[src/rtl/reg_file_scoreboard.sv]
// rtl/reg_file_scoreboard.sv - 32x32 register file with write-back bypass and issue scoreboard
//
// Purpose: holds the architectural integer registers, forwards same-cycle
// write-back data to the read ports, and tracks registers with writes in
// flight so decode can be stalled on RAW/WAW hazards.
//
// Ports:
//   clk             - single clock, all state on rising edge
//   reset           - synchronous active-high reset
//   rs1_addr/rs2_addr - source register read addresses from decode
//   rs1_data/rs2_data - combinational read data (with write-back bypass)
//   issue_valid     - decode presents an instruction this cycle
//   issue_reg_write - issuing instruction writes a destination register
//   issue_rd        - destination register of the issuing instruction
//   wb_reg_write    - write-back commits a register write this cycle
//   wb_rd / wb_data - write-back destination and data
//   stall           - issue blocked by a hazard this cycle
//   busy_mask       - registered scoreboard, bit n = register n pending
//   stall_count     - saturating count of stalled cycles
module reg_file_scoreboard (
    input  logic        clk,
    input  logic        reset,
    input  logic [4:0]  rs1_addr,
    input  logic [4:0]  rs2_addr,
    output logic [31:0] rs1_data,
    output logic [31:0] rs2_data,
    input  logic        issue_valid,
    input  logic        issue_reg_write,
    input  logic [4:0]  issue_rd,
    input  logic        wb_reg_write,
    input  logic [4:0]  wb_rd,
    input  logic [31:0] wb_data,
    output logic        stall,
    output logic [31:0] busy_mask,
    output logic [15:0] stall_count
);

    logic [31:0] regs_q [32];
    logic [31:0] busy_q;
    logic [31:0] busy_d;
    logic [15:0] cnt_q;
    logic [15:0] cnt_d;

    logic        wb_en;
    logic        stall_c;
    logic        accept;
    logic [31:0] clear_vec;
    logic [31:0] set_vec;
    logic [31:0] pending;

    assign wb_en     = wb_reg_write & (wb_rd != 5'd0);
    assign clear_vec = wb_en ? (32'd1 << wb_rd) : 32'd0;

    // A register being written back this cycle no longer counts as a hazard,
    // so the dependent instruction can issue in the same cycle via bypass.
    assign pending = busy_q & ~clear_vec;

    // Gated by reset so a stale scoreboard cannot stall during reset cycles.
    assign stall_c = ~reset & issue_valid &
                     (pending[rs1_addr] | pending[rs2_addr] |
                      (issue_reg_write & pending[issue_rd]));

    assign accept  = issue_valid & ~stall_c & issue_reg_write & (issue_rd != 5'd0);
    assign set_vec = accept ? (32'd1 << issue_rd) : 32'd0;

    // Set is OR'd after the clear so a new issue wins over a same-edge write-back.
    assign busy_d = pending | set_vec;
    assign cnt_d  = (stall_c && (cnt_q != 16'hFFFF)) ? (cnt_q + 16'd1) : cnt_q;

    always_comb begin
        rs1_data = regs_q[rs1_addr];
        if (wb_en && (wb_rd == rs1_addr)) begin
            rs1_data = wb_data;
        end
        if (rs1_addr == 5'd0) begin
            rs1_data = 32'd0;
        end
    end

    always_comb begin
        rs2_data = regs_q[rs2_addr];
        if (wb_en && (wb_rd == rs2_addr)) begin
            rs2_data = wb_data;
        end
        if (rs2_addr == 5'd0) begin
            rs2_data = 32'd0;
        end
    end

    always_ff @(posedge clk) begin
        if (reset) begin
            for (int i = 0; i < 32; i++) begin
                regs_q[i] <= 32'd0;
            end
            busy_q <= 32'd0;
            cnt_q  <= 16'd0;
        end else begin
            if (wb_en) begin
                regs_q[wb_rd] <= wb_data;
            end
            busy_q <= busy_d;
            cnt_q  <= cnt_d;
        end
    end

    assign stall       = stall_c;
    assign busy_mask   = busy_q;
    assign stall_count = cnt_q;

endmodule

[config.mk]
export PLATFORM = sky130hd
export DESIGN_NAME = reg_file_scoreboard
export DESIGN_NICKNAME = d
export VERILOG_FILES = /design/src/rtl/reg_file_scoreboard.sv
export SDC_FILE = /design/constraint.sdc
export NUM_CORES = 2
export LEC_CHECK = 0
export CORE_MARGIN = 8
export CORE_UTILIZATION = 55
export DETAILED_ROUTE_END_ITERATION = 12
export PLACE_DENSITY_LB_ADDON = 0.12
export SETUP_SLACK_MARGIN = 0.1
export SYNTH_ARGS = -nofsm -noshare
export SYNTH_HDL_FRONTEND = slang
export SYNTH_SLANG_ARGS = --single-unit
[constraint.sdc]
create_clock -name clk -period 10.99 [get_ports clk]
set_input_delay 1.099 -clock clk [delete_from_list [all_inputs] [get_ports clk]]
set_output_delay 1.099 -clock clk [all_outputs]
set_load 0.02 [all_outputs]
Yosys cells after proc, flatten, opt, wreduce, memory -nomap -nowiden
Memory sizes are Yosys's and may differ from the RTL's.
Cells that the tools add are included.

storage, ports and cells
  RAM bits = 1,024
  input port bits = 57
  memories = 1
  word-level logic and storage cells = 54
  bits in registers = 48
  ROM bits = 0
  bits in latches = 0

memories
  memory  depth  width  read ports  clocked after memory_dff  write ports  line  source
  regs_q  32     32     2           0                         32           38    logic [31:0] regs_q [32];

cells by class
  $lt $le $gt $ge = 3
  shift operators = 2
  reduce and logical (&&, ||, !) cells = 8
  divide/modulo/power cells = 0
  $add $sub $neg = 1
  $mul = 0
  equal/unequal tests = 3
  bitwise logic cells = 14
  muxes and demuxes = 20

operators by type and width
  kind                                                                          count
  32-bit two-way mux                                                            7
  1-bit by 5-bit << shifter with 32-bit output, first input constant            2
  32-bit bitwise AND                                                            1
  32-bit inverter                                                               1
  32-bit bitwise OR                                                             1
  32-bit OR reduction                                                           1
  5-bit by 6-bit less-than comparator with 1-bit output, second input constant  3
  16-bit by 1-bit adder with 16-bit output, second input constant               1
  16-bit != test, second input constant                                         1
  1-bit binary-select mux with 5-bit select                                     3
  5-bit equality test                                                           2
  5-bit zero test                                                               2
  5-bit nonzero test                                                            2
  1-bit two-way mux                                                             9
  1-bit bitwise AND                                                             7
  5-bit two-way mux                                                             1
  1-bit logical AND                                                             3
  1-bit inverter                                                                2
  1-bit bitwise OR                                                              2

Depth between registers and ports, before layout
  word-level depth = 16
  depth in mapped cells = 14
  depth with buffers taken out = 10

Least setup slack after synthesis
OpenSTA, ideal clock, no wires.

  path kind = input port to flip-flop
  start point = in wb_rd[0]
  end point = mem regs_q[4][0] (enable)
  data required time = 10.524 ns
  data arrival time = 4.700 ns
  stages = 7
  path slack = 5.825 ns
  setup time = 0.466 ns
  cells stage by stage = buf_2 > or2_1 > clkbuf_1 > o41ai_1 > or4_1 > clkbuf_1 > o21ai_0

RTL lines
  what         line  source
  from (decl)  31    input logic [4:0] wb_rd,
  to (decl)    38

Worst setup path in the final report
  start point = in wb_rd[2]
  end point = out stall

between the ends
  longest elaborated chain between the ends = 10
  elaborated cells between the ends (all ways) = 16

RTL lines
  what                                                          line    source
  5-bit nonzero test                                            51      assign wb_en = wb_reg_write & (wb_rd != 5'd0);
  1-bit bitwise AND                                             51
  32-bit two-way mux (*)                                        52      assign clear_vec = wb_en ? (32'd1 << wb_rd) : 32'd0;
  32-bit inverter (*)                                           56      assign pending = busy_q & ~clear_vec;
  32-bit bitwise AND (*)                                        56
  1-bit binary-select mux with 5-bit select (on tied branches)  60, 61
  1-bit two-way mux (on tied branches)                          60, 61
  1-bit bitwise OR / 1-bit bitwise AND (equally long branches)  60, 61
  1-bit bitwise OR (*)                                          60      (pending[rs1_addr] | pending[rs2_addr] |
  1-bit bitwise AND (*)                                         59      assign stall_c = ~reset & issue_valid &
  to (decl)                                                     33      output logic stall,

Mark *: on every way between the ends. The rest lies on a longest branch, timed or not. The select of a mux whose other input is x is not followed.

==> flow_summary.toml <==
[critical_path]
crit_top_cell = "clkdlybuf4s50_1"
critPathMaxStageDelay_ns = 1.10
criticalPathCategory = "in2out"
crit_chain = "clkdlybuf4s50_1 > nand4bb_1 > nor2_4 > o221ai_1 > nand4_1 > o31ai_1 > or4_4 > o21ai_2 > inv_2 > clkdlybuf4s50_1"
cp.required_ns = 9.89
r2r_end = "busy_mask[13]"
startpoint = "wb_rd[2]"
r2r_start = "busy_mask[26]"
crit_path_end = "stall"
ff2ff_path_depth = 8
critPathSlowestCell = "nor2_4"
arrival_ns = 5.92
rrSetupSlack_ns = 7.90
crit_fanout = 33
cp-start-kind = "input port"
endpoint_kind = "output port"

[die]
initial_core_util_pct = 55.4
die_h_um = 342
rows = 119
dieWidth_um = 342
ios = 170
die_area_um2 = 117000
core_area_um2 = 105000

[placement]
place_area_um2 = 61600
dp_hpwl_um = 105000
gp_congestion = 0.933
io_buffers = 169
dp_cells = 5189

[min_path]
hold_path.class = "reg2reg"

[sta]
finalCritPeriodShare_pct = 63.9
hold_viol = 0
rsz0062_at_grt = "no"
slew_violations = 0
slew_headroom_pct = 5.09
finalClockSkew_ns = 0.00963
finalSetupTns_ns = 0
tightest_slew_ns = 1.42
max_freq_ghz = 0.142
finalSetupViolations = 0
min_period_ns = 7.02

[cts]
hold_buffers = 0
htree_levels = 3
ctsResizeCount = 0
cts_made_buffers = 116
postCtsSetupBuffers = 0
clk_pin_slew_ns = 0.06
cts.path.max_buffers = 3
cts_sinks = 1072
clk_latency_ns = 0.73
cts_tree = "done"
root_buffer = "clkbuf_16"

[layout]
drive_gt1_share_pct = 24.0
area_growth_pct = 12.1
num-fill-cells = 7719
nNetsFinal = 3974
final_core_util_pct = 62.1
stdcell_count = 5411
fin_area_um2 = 65400

[yosys]
synth-async-reset-ratio_pct = 0
synth-edff-count = 1024
avgSynthCellArea_um2 = 14.9
ys_warn_count = 0
synth_flop_cell = "edfxtp_1"
synth_top_area_share_pct = 52.7
yosysTopAreaCell = "edfxtp_1"
yosysUniqueCellTypes = 71
synthTopCellsByArea = "edfxtp_1 (53%), mux4_2 (23%), and2_1 (10%)"
seq_area_frac_synth_pct = 54.4
postSynthCellCount = 3922
syn_area_um2 = 58300
ys_ff_latch = 1072

[power_and_ir_drop]
total_power_uw = 10100
p_leak_uw = 0.0220
ir_drop_mv = 0.132
power_density_nw_per_um2 = 154

[routing]
ant_nets = 0
via_count = 37800
drt_pass1_iterations = 10
viasPerCell = 6.98
drc_errors = 0
drt_iter0_drc = 5857
drt_wl_total_um = 194000
wire_per_inst_um = 35.9

[flow_run]
maxCapViolCount = 0

[global_route]
grt_pass1_wl_um = 274000
antenna_found_initial = 16
grt_start_max_net_pins = 102
grt_pass1_vias = 37400
gr-total-overflow = 0
grt.total_usage_pct = 32.8

[run_status]
status = "complete, no violations"
worst max-delay path, delay by kind of cell:
kind	cells	cell delay [ns]
buffers and inverters	3	1.71
AOI/OAI and AO/OA	3	0.64
and+or+nand+nor	4	2.46
metrics by stage:
step           hold slack (ns)  setup slack (ns)
6_report                 0.479              3.97
4_1_cts                  0.477              4.04
3_5_place_dp             0.470              4.07
3_3_place_gp             0.463              4.11
2_1_floorplan            0.537              5.82
5_1_grt                  0.514              3.75
cells in the mapped netlist (16+ instances only):
library cell / instances
edfxtp_1: 1024
o211ai_1: 19
o21ai_1: 19
a21oi_1: 53
clkbuf_1: 346
o21ai_0: 44
dfxtp_1: 48
and3_1: 55
buf_2: 56
or3_1: 16
a211oi_1: 92
a311oi_1: 18
nor2b_1: 29
nor3_1: 18
nor2_1: 110
mux2i_1: 77
buf_1: 27
and2_1: 964
inv_1: 20
nand2_1: 104
mux4_2: 603
nand3_1: 25
how the worst min path moves through the flow:
stage | start | end | slack (ns) | cells past startpoint
2_1_floorplan | stall_count[5] | stall_count[5] | 0.54 | 1
3_3_place_gp | stall_count[12] | stall_count[12] | 0.46 | 1
3_5_place_dp | stall_count[12] | stall_count[12] | 0.47 | 1
4_1_cts | stall_count[12] | stall_count[12] | 0.48 | 1
5_1_grt | stall_count[5] | stall_count[5] | 0.51 | 1
6_report | stall_count[12] | stall_count[12] | 0.48 | 1
power breakdown:
part           total [µW]  internal, µW  leakage, µW  switching, µW
Sequential           4800          4700       0.0102            105
Clock                3880          2220      0.00178           1660
Combinational        1400           594       0.0100            802
layout make-up:
| type | count | area (µm²) | area share [%] |
|---|---|---|---|
| antenna | 6 | 15.0 | 0.0230 |
| clock buffer | 153 | 3060 | 4.69 |
| clock inverter | 63 | 653 | 0.999 |
| inverter | 23 | 93.8 | 0.144 |
| multi-input combinational | 2426 | 25500 | 39.1 |
| sequential | 1072 | 31700 | 48.5 |
| tap | 1391 | 1740 | 2.66 |
| timing repair buffer | 277 | 2570 | 3.93 |
cells in the final DEF (no fill, tap or decap), types with 36 or more instances in the layout:
cell,n
a211oi_1,92
and2_1,963
dfxtp_1,48
a21oi_1,53
clkbuf_1,36
edfxtp_1,1024
nor2_1,81
and3_1,55
nand2_1,103
mux2i_1,77
clkbuf_16,117
mux4_2,603
clkdlybuf4s50_1,157
buf_4,107
cells by family after synthesis:
kind of cell	share of synthesized area, %
compound gates	3.73
xor+xnor	0.165
fa+ha+maj	0.0214
buf+inv	3.07
flops	54.4
mux	24.7
other cells	0.00643
simple gates	14.0
flip-flops by register name (all words and copies together), names as in the netlist:
signal       cells
stall_count     16
busy_mask       32
regs_q        1024
per-layer routing:
metal	part of all wire, %	GRT usage, %	vias to the layer above
li1	-	-	15200
met1	37	45.6	19300
met2	45	49.3	2813
met3	13	8.94	473
met4	4.7	13.7	4
met5	0.014	0	-
No activity file was read; power rests on OpenSTA's default activity.
